## config.mk

```make
export PLATFORM = sky130hd
export DESIGN_NAME = alu4_result_stage
export DESIGN_NICKNAME = d
export VERILOG_FILES = /design/src/rtl/alu4_pkg.sv /design/src/rtl/alu4_rs_fifo.sv /design/src/rtl/alu4_result_stage.sv
export SDC_FILE = /design/constraint.sdc
export NUM_CORES = 1
export LEC_CHECK = 0
export BUFFER_PORTS_ARGS = -buffer_cell sky130_fd_sc_hd__buf_2
export CAP_MARGIN = 20
export CELL_PAD_IN_SITES_DETAIL_PLACEMENT = 0
export CELL_PAD_IN_SITES_GLOBAL_PLACEMENT = 2
export CORE_MARGIN = 4
export CORE_UTILIZATION = 47
export CTS_BUF_LIST = sky130_fd_sc_hd__clkbuf_8
export DETAILED_ROUTE_END_ITERATION = 8
export GPL_TIMING_DRIVEN = 0
export PLACE_DENSITY_LB_ADDON = 0.3
export REMOVE_ABC_BUFFERS = 1
export SLEW_MARGIN = 25
export SYNTH_ARGS = -nofsm -noshare
export SYNTH_HDL_FRONTEND = slang
export SYNTH_SLANG_ARGS = --single-unit
```

## constraint.sdc

```tcl
create_clock -name clk -period 6.28 [get_ports clk]
set_input_delay 0.942 -clock clk [delete_from_list [all_inputs] [get_ports clk]]
set_output_delay 0.942 -clock clk [all_outputs]
set_load 0.05 [all_outputs]
```

## src/rtl/alu4_pkg.sv

```systemverilog
// alu4_pkg: shared ALU op encoding, result-entry layout and data width.
package alu4_pkg;
  localparam int ALU_W = 4;
  typedef enum logic [1:0] {
    ALU_ADD = 2'b00,
    ALU_SUB = 2'b01,
    ALU_AND = 2'b10,
    ALU_OR  = 2'b11
  } alu_op_e;
  typedef struct packed {
    logic [1:0]       sel;
    logic [ALU_W-1:0] result;
    logic             carry;
    logic             zero;
  } alu4_entry_t;
endpackage

```

## src/rtl/alu4_rs_fifo.sv

```systemverilog
// alu4_rs_fifo: DEPTH-entry first-word-fall-through FIFO of alu4_entry_t.
module alu4_rs_fifo import alu4_pkg::*; #(
  parameter int DEPTH = 4
) (
  input  logic                         clk,
  input  logic                         rst_n,
  input  logic                         push,
  input  logic                         pop,
  input  alu4_entry_t                  din,
  output alu4_entry_t                  head,
  output logic [$clog2(DEPTH+1)-1:0]   count,
  output logic                         full,
  output logic                         empty
);
  localparam int AW = $clog2(DEPTH);
  localparam int CW = $clog2(DEPTH+1);
  alu4_entry_t mem [DEPTH];
  logic [AW-1:0] wr_ptr, rd_ptr;
  logic do_push, do_pop;
  assign full    = count == CW'(DEPTH);
  assign empty   = count == '0;
  assign do_push = push && !full;
  assign do_pop  = pop && !empty;
  assign head    = mem[rd_ptr];
  always_ff @(posedge clk or negedge rst_n)
    if (!rst_n) begin
      for (int i = 0; i < DEPTH; i++) mem[i] <= '0;
      wr_ptr <= '0;
      rd_ptr <= '0;
      count  <= '0;
    end else begin
      if (do_push) begin
        mem[wr_ptr] <= din;
        wr_ptr      <= wr_ptr + AW'(1);
      end
      if (do_pop) rd_ptr <= rd_ptr + AW'(1);
      count <= count + CW'(do_push) - CW'(do_pop);
    end
endmodule

```

## src/rtl/alu4_result_stage.sv

```systemverilog
// alu4_result_stage: buffers ALU results with masked carry and zero flag.
// Define ALU4_RS_STATS_EN to add the saturating carry_events counter.
module alu4_result_stage import alu4_pkg::*; #(
  parameter int DEPTH = 4,
  parameter int CNT_W = 8
) (
  input  logic                       clk,
  input  logic                       rst_n,
  input  logic                       in_valid,
  output logic                       in_ready,
  input  logic [ALU_W-1:0]           in_result,
  input  logic                       in_carry,
  input  logic [1:0]                 in_sel,
  output logic                       out_valid,
  input  logic                       out_ready,
  output logic [ALU_W-1:0]           out_result,
  output logic                       out_carry,
  output logic                       out_zero,
  output logic [1:0]                 out_sel,
  output logic [$clog2(DEPTH+1)-1:0] count
`ifdef ALU4_RS_STATS_EN
  ,
  output logic [CNT_W-1:0]           carry_events
`endif
);
  alu4_entry_t din, head;
  logic push, pop, full, empty;
  assign in_ready  = !full;
  assign out_valid = !empty;
  assign push      = in_valid && in_ready;
  assign pop       = out_valid && out_ready;
  // Carry is only meaningful for arithmetic ops.
  always_comb begin
    din.sel    = in_sel;
    din.result = in_result;
    din.carry  = (alu_op_e'(in_sel) inside {ALU_ADD, ALU_SUB}) ? in_carry : 1'b0;
    din.zero   = in_result == '0;
  end
  alu4_rs_fifo #(.DEPTH(DEPTH)) u_fifo (
    .clk(clk), .rst_n(rst_n), .push(push), .pop(pop), .din(din),
    .head(head), .count(count), .full(full), .empty(empty)
  );
  assign out_result = head.result;
  assign out_carry  = head.carry;
  assign out_zero   = head.zero;
  assign out_sel    = head.sel;
`ifdef ALU4_RS_STATS_EN
  always_ff @(posedge clk or negedge rst_n)
    if (!rst_n) carry_events <= '0;
    else if (push && din.carry && carry_events != '1) carry_events <= carry_events + CNT_W'(1);
`endif
endmodule

```

# == Word-level counts from Yosys, hierarchy flattened ==
# Cells that the tools add are included.
# W data, S select, Z words.
# classes
add_sub_neg,4
n_lt_le_gt_ge,3
eq_ne,2
mux,7
n_bitwise,2
n_reduce_logical,11
# ops
cell,count
$bwmux W32,1
$mux W8,3
$bmux W8 S2,1
$demux W8 S2,1
$ge A3 B3 Y1 const B,2
$not A2 Y3,2
$logic_and A1 B1 Y1,5
$add A2 B1 Y2 const B,2
$logic_not A4 Y1,1
$add A3 B1 Y3,1
$eq A3 B3 Y1 const B,1
$logic_not A3 Y1,1
$lt A3 B1 Y1 const B,1
$sub A3 B1 Y3,1
$eq A2 B1 Y1 const B,1
$logic_not A1 Y1,2
$logic_not A2 Y1,1
$reduce_bool A2 Y1,1
$mux W1,1
# totals
register_bits,39
input_bits,11
output_inout_bits,13
elab_cells,48

# == Depth between registers and ports, before layout ==
# Gate-level depths: netlist of the first run.
# logic_depth
ltp_word,6
ltp_mapped,9
depth_no_buf,8

# == Modules after synthesis ==
# Synthesis of the first run repeated with hierarchy kept, for this count alone.
# unflattened
hier_cells,243
area_unflattened_um2,2716.4
# modules_own_cells
mod,n_inst,cells_per_inst,area_each_um2,seq_area_each_um2
alu4_rs_fifo,1,237,2677.6,975.9
alu4_result_stage,1,6,38.8,0.0

# == Least setup slack after synthesis of the first run ==
# Ideal clock, no wire load.
# synth_path
kind,input port to flip-flop
start,in out_ready
end,reg u_fifo.count[2]
setup_ps,142
arrival_ps,2179
required_time_ps,6138
path_slack_ps,3959
stages,8
path_buffers,0
cell_sequence,o31a_2 -> ha_1 -> inv_1 -> ha_1 -> inv_1 -> fa_1 -> xnor2_1 -> xnor2_1
# synth_via
elab_chain_len,3
# synth_rtl
element,line_no,text
"start, declared",alu4_result_stage.sv:15,"input logic out_ready,"
$logic_and A1 B1 Y1,alu4_result_stage.sv:31,assign pop = out_valid && out_ready;
$logic_and A1 B1 Y1,alu4_rs_fifo.sv:23,assign do_pop = pop && !empty;
$sub A3 B1 Y3,alu4_rs_fifo.sv:37,count <= count + CW'(do_push) - CW'(do_pop);
"end signal, assigned",alu4_rs_fifo.sv:37,
"end, declared",alu4_rs_fifo.sv:11,"output logic [$clog2(DEPTH+1)-1:0] count,"
# Every way passes these cells.
# A chain may end at the register's enable or synchronous reset.

# == Worst setup path after layout of the first run ==
# layout_path
start,reg u_fifo.rd_ptr[0]
end,out out_result[3]
# layout_via
elab_chain_len,4
# layout_rtl
element,line_no,text
"start, declared",alu4_rs_fifo.sv:18,"logic [AW-1:0] wr_ptr, rd_ptr;"
"start signal, assigned",alu4_rs_fifo.sv:36,if (do_pop) rd_ptr <= rd_ptr + AW'(1);
$not A2 Y3 (not written as such),alu4_rs_fifo.sv:24,assign head = mem[rd_ptr];
$bmux W8 S2,alu4_rs_fifo.sv:24,
$mux W8 (not written as such) (2 in series),alu4_rs_fifo.sv:24,
"end, declared",alu4_result_stage.sv:16,"output logic [ALU_W-1:0] out_result,"
# Every way passes these cells. The select of a mux whose other input is x is not followed.

==> results by group, run 1 <==
STA
  – Hold Vio Cnt, Final: 0
  – Fin. max-slew vios: 0
  – Clk_skew: 0.00334 ns
  – Fin crit share: 44.1%
  – Tmin final: 2.77 ns
  – Fmax achieved: 0.361 GHz
  – Final Setup Violations: 0
  – Least-Margin Pin Slew: 0.864 ns
  – RSZ-0062 raised after global routing: no
  – Slew Limit Headroom: 42.4%
  – Setup_tns: 0 ns

Final layout
  – # nets final: 158
  – # diodes: 0
  – Layout cell share with drive strength beyond 1: 55.3%
  – Commonest non-fill, non-tap cell in the layout: dfrtp_1
  – Area Growth Syn to Fin: 9.97%
  – Post-route design area: 0.00217 mm²
  – Most frequent cells in the layout: dfrtp_1, mux2_4, buf_2
  – Fillers: 346

Detailed routing
  – 1st-iter DRT viols: 74
  – DRT antenna net count: 0
  – Avg WL per Cell: 18.2 µm
  – Via count: 996
  – Final wirelength: 3470 µm
  – Post-DR vias/cell: 5.21
  – DR pass1 iterations: 4
  – DRC: 0

Critical path
  – CP endpoint kind: output pin
  – CP Data Arrival Time: 1.83 ns
  – Worst Path Required: 5.34 ns
  – Worst-path maximum fanout: 10
  – Crit Path Category: reg -> out
  – Critical Path Start Type: flop

Clocking
  – CTS sink cnt: 39
  – CTS tree: built
  – Post-CTS Setup Inserts: 0
  – Clock transition at path regs: 0.07 ns
  – H-Tree Level Count: 2
  – Hold_buf cts: 0
  – Clk_lat worst skew: 0.29 ns
  – CTS root buffer: clkbuf_8
  – Post_cts resized: 0
  – Cts bufs inserted: 5
  – Clock buffer depth: 2

Logic synthesis
  – Largest cells by area after synthesis: dfrtp_1, mux2_4, mux4_2, ha_1, buf_6
  – Post-synthesis cell area: 0.00197 mm²
  – Sequential cell area fraction in the yosys report: 49.6%
  – Post-Synth XOR/XNOR Area: 2.22%
  – Unique masters post-synth: 19
  – Top cell type by total area after synthesis: dfrtp_1
  – Yosys top cell area share: 49.6%
  – Average size of a mapped cell: 16.8 µm²
  – Mux share of post-synthesis cell area: 34.1%
  – Synthesized flop and latch total: 39
  – Post-synthesis adder-cell area fraction: 4.83%
  – Post-Synth Simple-Gate Area: 4.13%
  – Compound-Gate Fraction of Synth Area: 0.508%
  – Largest family of logic cells by synthesized area: multiplexers
  – Ys Warns: 0
  – Mapped Cells: 117

Placement
  – GP Congestion: 0.648
  – Final HPWL DP: 2310 µm
  – I/O Buffers: 23
  – DP Area: 0.00208 mm²

Die
  – Die ar.: 0.00529 mm²
  – Initial Utilization: 48.9%
  – Die Ht: 72.7 µm
  – # IOs: 24
  – Die outline width: 72.7 µm
  – Core area: 0.00403 mm²
  – Num rows: 23

Global route
  – GRT Util Overall: 14.9%
  – Total grt overflow: 0
  – Initial antenna violation count: 0
  – Number of global-route vias before repair: 1127
  – First-pass GRT wire length: 5850 µm
  – Largest net degree at the start of global routing: 40

Hold path
  – Hold Path Class: reg -> reg

Run status
  – Outcome: completed

Job
  – Max Cap Viol: 0
[kinds of logic after synthesis]
| family | after synthesis |
|---|---|
| multiplexers | 41 |
| flip-flops | 39 |
| AND/OR/NAND/NOR | 10 |
| adder cells (fa/ha/maj) | 7 |
| buffers and inverters | 14 |
| AO/OA/AOI/OAI | 1 |
| XOR/XNOR | 5 |
[worst max-delay path: stages (launching register included)]
cell and delay, ns:
dfrtp_1 0.72, mux4_2 0.59, buf_2 0.23
[metrics by stage]
stage / util (%) / hold WS, ns / std cells / worst slack, ns
2_1_floorplan: - / 0.476 / 110 / 3.78
3_3_place_gp: 51.7 / 0.487 / 183 / 3.76
3_5_place_dp: 51.7 / 0.492 / 183 / 3.76
4_1_cts: 53.8 / 0.509 / 191 / 3.45
5_1_grt: 53.8 / 0.524 / 191 / 3.37
6_report: 53.8 / 0.511 / 191 / 3.51
[sequential cells by signal, summed over array words and instances, names as in the netlist]
signal and count:
u_fifo.count 3, u_fifo.mem 32, u_fifo.rd_ptr 2, u_fifo.wr_ptr 2
[Yosys cell counts]
library cell  count
and3_4            4
buf_1             1
buf_2             1
buf_6             5
dfrtp_1          39
fa_1              1
ha_1              6
inv_1             7
mux2_2            1
mux2_4           32
mux4_2            8
nand2_1           2
nor2b_1           1
nor4_1            1
o31a_2            1
or3_2             1
or3b_1            1
xnor2_1           4
xor2_1            1
[final cells by class]
| type | count | area [µm²] | share of cell area, % |
|---|---|---|---|
| repair buffers | 23 | 115 | 5.31 |
| multi-input cells | 64 | 902 | 41.7 |
| inverters | 7 | 26.3 | 1.21 |
| well taps | 50 | 62.6 | 2.89 |
| flip-flops and latches | 39 | 976 | 45.1 |
| clock buffers | 5 | 68.8 | 3.18 |
| clock inverters | 3 | 15.0 | 0.693 |
[metal layers]
metal | GRT usage, % | routed length [µm] | up-vias
met5 | 0 | 0 | -
met4 | 5.53 | 56 | 0
met3 | 4.41 | 206 | 8
met2 | 22.8 | 1600 | 25
met1 | 20.1 | 1600 | 505
li1 | - | - | 458
[path summary, 6_finish.rpt]
kind	start	end	slack, ns	cells past startpoint
setup reg to reg	u_fifo.count[1]	u_fifo.count[2]	4.16	8
hold reg to reg	u_fifo.mem[18]	u_fifo.mem[18]	0.51	1
hold / removal	u_fifo.mem[18]	u_fifo.mem[18]	0.51	1
max in group asynchronous	rst_n	u_fifo.mem[20]	4.97	1
setup / recovery	u_fifo.rd_ptr[0]	out_result[3]	3.51	2
min in group asynchronous	rst_n	u_fifo.mem[17]	0.76	1
Power of run 1 is not shown: default switching activity piles up to over one toggle a cycle in this logic, so the estimate is an artifact.
==> run 2: changes to the inputs <==
Settings changed: CORE_UTILIZATION 47 to 39.
Clock period 6.28 ns to 2.52 ns, I/O delays scaled along.
==> results by group, run 2 (synthesized netlist as in run 1, its figures left out) <==
Final layout
  – Area Growth Syn to Fin: 11.3% (was 9.97%)
  – Max FFs per register: 32 (unchanged)
  – Most frequent cells in the layout: dfrtp_1, mux2_4, buf_2 (unchanged)
  – Biggest registers after layout: u_fifo.mem (32), u_fifo.count (3) (unchanged)
  – Top reg by flops: u_fifo.mem (unchanged)
  – Fin util: 45.5% (was 53.8%)
  – # diodes: 0 (unchanged)
  – Fin cells: 208 (was 191)
  – Layout cell share with drive strength beyond 1: 55.3% (unchanged)
  – Commonest non-fill, non-tap cell in the layout: dfrtp_1 (unchanged)
  – # nets final: 158 (unchanged)

Placement
  – GP Congestion: 0.682 (was 0.648)
  – Dpl ws: 0.395 ns (was 3.76 ns)
  – I/O Buffers: 23 (unchanged)
  – Cell total after placement: 200 (was 183)
  – Final HPWL DP: 2430 µm (was 2310 µm)

Global route
  – Initial antenna violation count: 0 (unchanged)
  – Number of global-route vias before repair: 1169 (was 1127)
  – GRT Util Overall: 13.2% (was 14.9%)
  – First-pass GRT wire length: 6170 µm (was 5850 µm)
  – Largest net degree at the start of global routing: 40 (unchanged)
  – Total grt overflow: 0 (unchanged)

STA
  – Final Setup Violations: 0 (unchanged)
  – Fin. max-slew vios: 0 (unchanged)
  – Setup_tns: 0 ns (unchanged)
  – Least-Margin Pin Slew: 0.868 ns (was 0.864 ns)
  – Fmax achieved: 0.447 GHz
  – Tmin final: 2.24 ns
  – Fin crit share: 88.8%
  – Hold Vio Cnt, Final: 0 (unchanged)
  – Clk_skew: 0.0116 ns (was 0.00334 ns)
  – RSZ-0062 raised after global routing: no (unchanged)
  – Slew Limit Headroom: 42.1% (was 42.4%)
  – Setup ws final: 0.282 ns (was 3.51 ns)

Critical path
  – Critical Path Start Type: flop (unchanged)
  – Worst Path Required: 2.14 ns (was 5.34 ns)
  – Crit Path Category: reg -> out (unchanged)
  – Worst-path maximum fanout: 10 (unchanged)
  – CP endpoint kind: output pin (unchanged)
  – CP Data Arrival Time: 1.86 ns (was 1.83 ns)

Clocking
  – CTS tree: built (unchanged)
  – CTS sink cnt: 39 (unchanged)
  – H-Tree Level Count: 2 (unchanged)
  – Clk_lat worst skew: 0.30 ns (was 0.29 ns)
  – Cts bufs inserted: 5 (unchanged)
  – CTS root buffer: clkbuf_8 (unchanged)
  – Clock transition at path regs: 0.09 ns (was 0.07 ns)
  – Post-CTS Setup Inserts: 0 (unchanged)
  – Clock buffer depth: 2 (unchanged)
  – Hold_buf cts: 0 (unchanged)
  – Post_cts resized: 0 (unchanged)

Detailed routing
  – Top Layer Used: met4 (unchanged)
  – Final wirelength: 3620 µm (was 3470 µm)
  – 1st-iter DRT viols: 52 (was 74)
  – Metal3 WL: 150 µm (was 206 µm)
  – DRT antenna net count: 0 (unchanged)
  – Post-DR vias/cell: 4.83 (was 5.21)
  – Via count: 1004 (was 996)
  – Met2 WL: 1790 µm (was 1600 µm)
  – Wire length on met1: 1610 µm (was 1600 µm)
  – Avg WL per Cell: 17.4 µm (was 18.2 µm)
  – DRC: 0 (unchanged)
  – DR pass1 iterations: 4 (unchanged)

Die
  – Die Ht: 79.1 µm (was 72.7 µm)
  – Die ar.: 0.00625 mm² (was 0.00529 mm²)
  – Die outline width: 79.1 µm (was 72.7 µm)
  – Num rows: 25 (was 23)
  – Core area: 0.00482 mm² (was 0.00403 mm²)
  – Initial Utilization: 40.9% (was 48.9%)
  – # IOs: 24 (unchanged)

Run status
  – Outcome: completed (unchanged)

Job
  – Max Cap Viol: 0 (unchanged)

Hold path
  – Hold Path Class: in -> async (was reg -> reg)
## run 2: changes by cell type in the layout (fill, tap and decap cells not counted), sizes merged
| cell | previous run | this run |
|---|---|---|
| clkinv | 3 | 1 |
| clkinvlp | 0 | 2 |
## run 2: layout make-up
class                      count  area, µm²
clock buffer                   5       68.8
multi-input combinational     64        902
tap                           67       83.8
sequential                    39        976
clock inverter                 3       20.0
inverter                       7       26.3
timing repair buffer          23        115
fill                         444       2630
## run 2: worst max-delay path: stages (launching register included)
cell and delay, ns:
dfrtp_1 0.74, mux4_2 0.60, buf_2 0.23
## run 2: metrics by stage
stage | hold WS (ns) | instance area (µm²)
2_1_floorplan | 0.0824 | 1900
3_3_place_gp | 0.487 | 2100
3_5_place_dp | 0.490 | 2100
4_1_cts | 0.223 | 2190
5_1_grt | 0.263 | 2190
6_report | 0.191 | 2190
## run 2: worst paths after layout
check	startpoint	endpoint	slack, ns	cells past startpoint
hold reg to reg	u_fifo.mem[14]	u_fifo.mem[14]	0.51	1
setup / recovery	u_fifo.rd_ptr[0]	out_zero	0.28	2
max in group asynchronous	rst_n	u_fifo.mem[6]	1.78	1
min in group clk	in_sel[0]	u_fifo.mem[30]	0.37	2
setup reg to reg	u_fifo.count[1]	u_fifo.count[2]	0.39	8
hold / removal	rst_n	u_fifo.mem[21]	0.19	1
## run 2: layer usage
layer / vias to the layer above / GRT usage (%)
li1: 458 / -
met5: - / 0
met4: 0 / 6.01
met3: 4 / 3.97
met1: 520 / 16.6
met2: 22 / 20.9
Power of run 2 is left out for the same reason.
==> run 3: changes to the inputs <==
Settings changed: GPL_ROUTABILITY_DRIVEN set to 0, GPL_TIMING_DRIVEN 0 to not set.
==> results by group, run 3 (synthesized netlist as in run 1, its figures left out) <==
Die
  – Num rows: 25 (unchanged)
  – Initial Utilization: 40.9% (unchanged)
  – Core area: 0.00482 mm² (unchanged)
  – Die Ht: 79.1 µm (unchanged)
  – # IOs: 24 (unchanged)
  – Die outline width: 79.1 µm (unchanged)
  – Die ar.: 0.00625 mm² (unchanged)

Critical path
  – Worst-path cell chain: buf_12 -> mux4_2 -> buf_2 (was mux4_2 -> buf_2)
  – Worst Path Required: 2.14 ns (about the same)
  – Crit Path Category: reg -> out (unchanged)
  – Worst-path maximum fanout: 6 (was 10)
  – Critical path's slowest cell: dfrtp_1 (unchanged)
  – CP endpoint kind: output pin (unchanged)
  – Max incr delay on CP: 0.58 ns (was 0.74 ns)
  – Critical Path Start Type: flop (unchanged)
  – CP Data Arrival Time: 1.80 ns (was 1.86 ns)

STA
  – RSZ-0062 raised after global routing: no (unchanged)
  – Slew Limit Headroom: 42.2% (was 42.1%)
  – Setup_tns: 0 ns (unchanged)
  – Fin crit share: 86.6% (was 88.8%)
  – Least-Margin Pin Slew: 0.867 ns (was 0.868 ns)
  – Tmin final: 2.18 ns (was 2.24 ns)
  – Hold Vio Cnt, Final: 0 (unchanged)
  – Final Setup Violations: 0 (unchanged)
  – Clk_skew: 0.00497 ns (was 0.0116 ns)
  – Fmax achieved: 0.458 GHz (was 0.447 GHz)
  – Fin. max-slew vios: 0 (unchanged)

Clocking
  – CTS tree: built (unchanged)
  – Clock transition at path regs: 0.08 ns (was 0.09 ns)
  – CTS root buffer: clkbuf_8 (unchanged)
  – CTS sink cnt: 39 (unchanged)
  – Clk_lat worst skew: 0.29 ns (was 0.30 ns)
  – Hold_buf cts: 0 (unchanged)
  – Post-CTS Setup Inserts: 0 (unchanged)
  – Cts bufs inserted: 5 (unchanged)
  – Clock buffer depth: 2 (unchanged)
  – H-Tree Level Count: 2 (unchanged)
  – Post_cts resized: 0 (unchanged)

Detailed routing
  – Final wirelength: 3660 µm (was 3620 µm)
  – Post-DR vias/cell: 4.89 (was 4.83)
  – Avg WL per Cell: 17.5 µm (was 17.4 µm)
  – DR pass1 iterations: 4 (unchanged)
  – Via count: 1023 (was 1004)
  – DRC: 0 (unchanged)
  – 1st-iter DRT viols: 45 (was 52)
  – DRT antenna net count: 0 (unchanged)

Final layout
  – Layout cell share with drive strength beyond 1: 54.9% (was 55.3%)
  – Area Growth Syn to Fin: 12.9% (was 11.3%)
  – Fin cells: 209 (was 208)
  – Most frequent cells in the layout: dfrtp_1, mux2_4, buf_2 (unchanged)
  – Top reg by flops: u_fifo.mem (unchanged)
  – Max FFs per register: 32 (unchanged)
  – Fillers: 448 (was 444)
  – # nets final: 159 (was 158)
  – Biggest registers after layout: u_fifo.mem (32), u_fifo.count (3) (unchanged)
  – Fin util: 46.2% (was 45.5%)
  – # diodes: 0 (unchanged)
  – Commonest non-fill, non-tap cell in the layout: dfrtp_1 (unchanged)

Placement
  – Cell total after placement: 201 (was 200)
  – I/O Buffers: 23 (unchanged)
  – Final HPWL DP: 2400 µm (was 2430 µm)

Hold path
  – Hold Path Class: in -> async (unchanged)

Global route
  – Largest net degree at the start of global routing: 40 (unchanged)
  – Number of global-route vias before repair: 1144 (was 1169)
  – First-pass GRT wire length: 6000 µm (was 6170 µm)
  – GRT Util Overall: 12.9% (was 13.2%)
  – Total grt overflow: 0 (unchanged)
  – Initial antenna violation count: 0 (unchanged)

Run status
  – Outcome: completed (unchanged)

Job
  – Max Cap Viol: 0 (unchanged)
run 3: cell count changes in the layout (fill, tap and decap cells not counted):
cell / before / now
inv_1: 7 / 8
clkbuf_8: 5 / 7
clkinvlp_4: 2 / 0
clkinv_2: 1 / 0
buf_12: 0 / 1
run 3: path summary, 6_finish.rpt:
kind | from | endpoint | slack [ns] | cells after the start
max in group asynchronous | rst_n | u_fifo.count[0] | 1.78 | 1
min reg2reg | u_fifo.mem[13] | u_fifo.mem[13] | 0.51 | 1
max | u_fifo.rd_ptr[0] | out_zero | 0.34 | 3
min in group clk | in_sel[0] | u_fifo.mem[22] | 0.38 | 2
max reg2reg | u_fifo.count[1] | u_fifo.count[2] | 0.41 | 8
min | rst_n | u_fifo.mem[27] | 0.19 | 1
run 3: critical path: cells and delay by family (launching register included):
family / cells / cell delay (ns)
multiplexers: 1 / 0.52
flip-flops: 1 / 0.58
buffers and inverters: 2 / 0.41
run 3: per-layer routing:
metal,wire (µm),GRT usage (%),vias to the layer above
li1,-,-,456
met5,0,0,-
met1,1700,17.4,538
met4,76,6.19,0
met3,162,3.51,8
met2,1710,19.4,21
run 3: stage by stage:
stage | worst slack, ns | instance area (µm²) | hold slack, ns
final | 0.338 | 2220 | 0.194
after global routing | 0.290 | 2220 | 0.283
after CTS | 0.314 | 2220 | 0.231
after detailed placement | 0.383 | 2120 | 0.490
after global placement | 0.475 | 2120 | 0.487
after floorplan | 0.0162 | 1900 | 0.0824
run 3: cell type report:
class                   instances  area (µm²)  area share, %
clock inverters                 1        3.75          0.169
repair buffers                 24         135           6.08
flip-flops and latches         39         976           43.9
clock buffers                   7        96.3           4.33
inverters                       7        26.3           1.18
multi-input cells              64         902           40.6
well taps                      67        83.8           3.77
Power of run 3 is left out for the same reason.
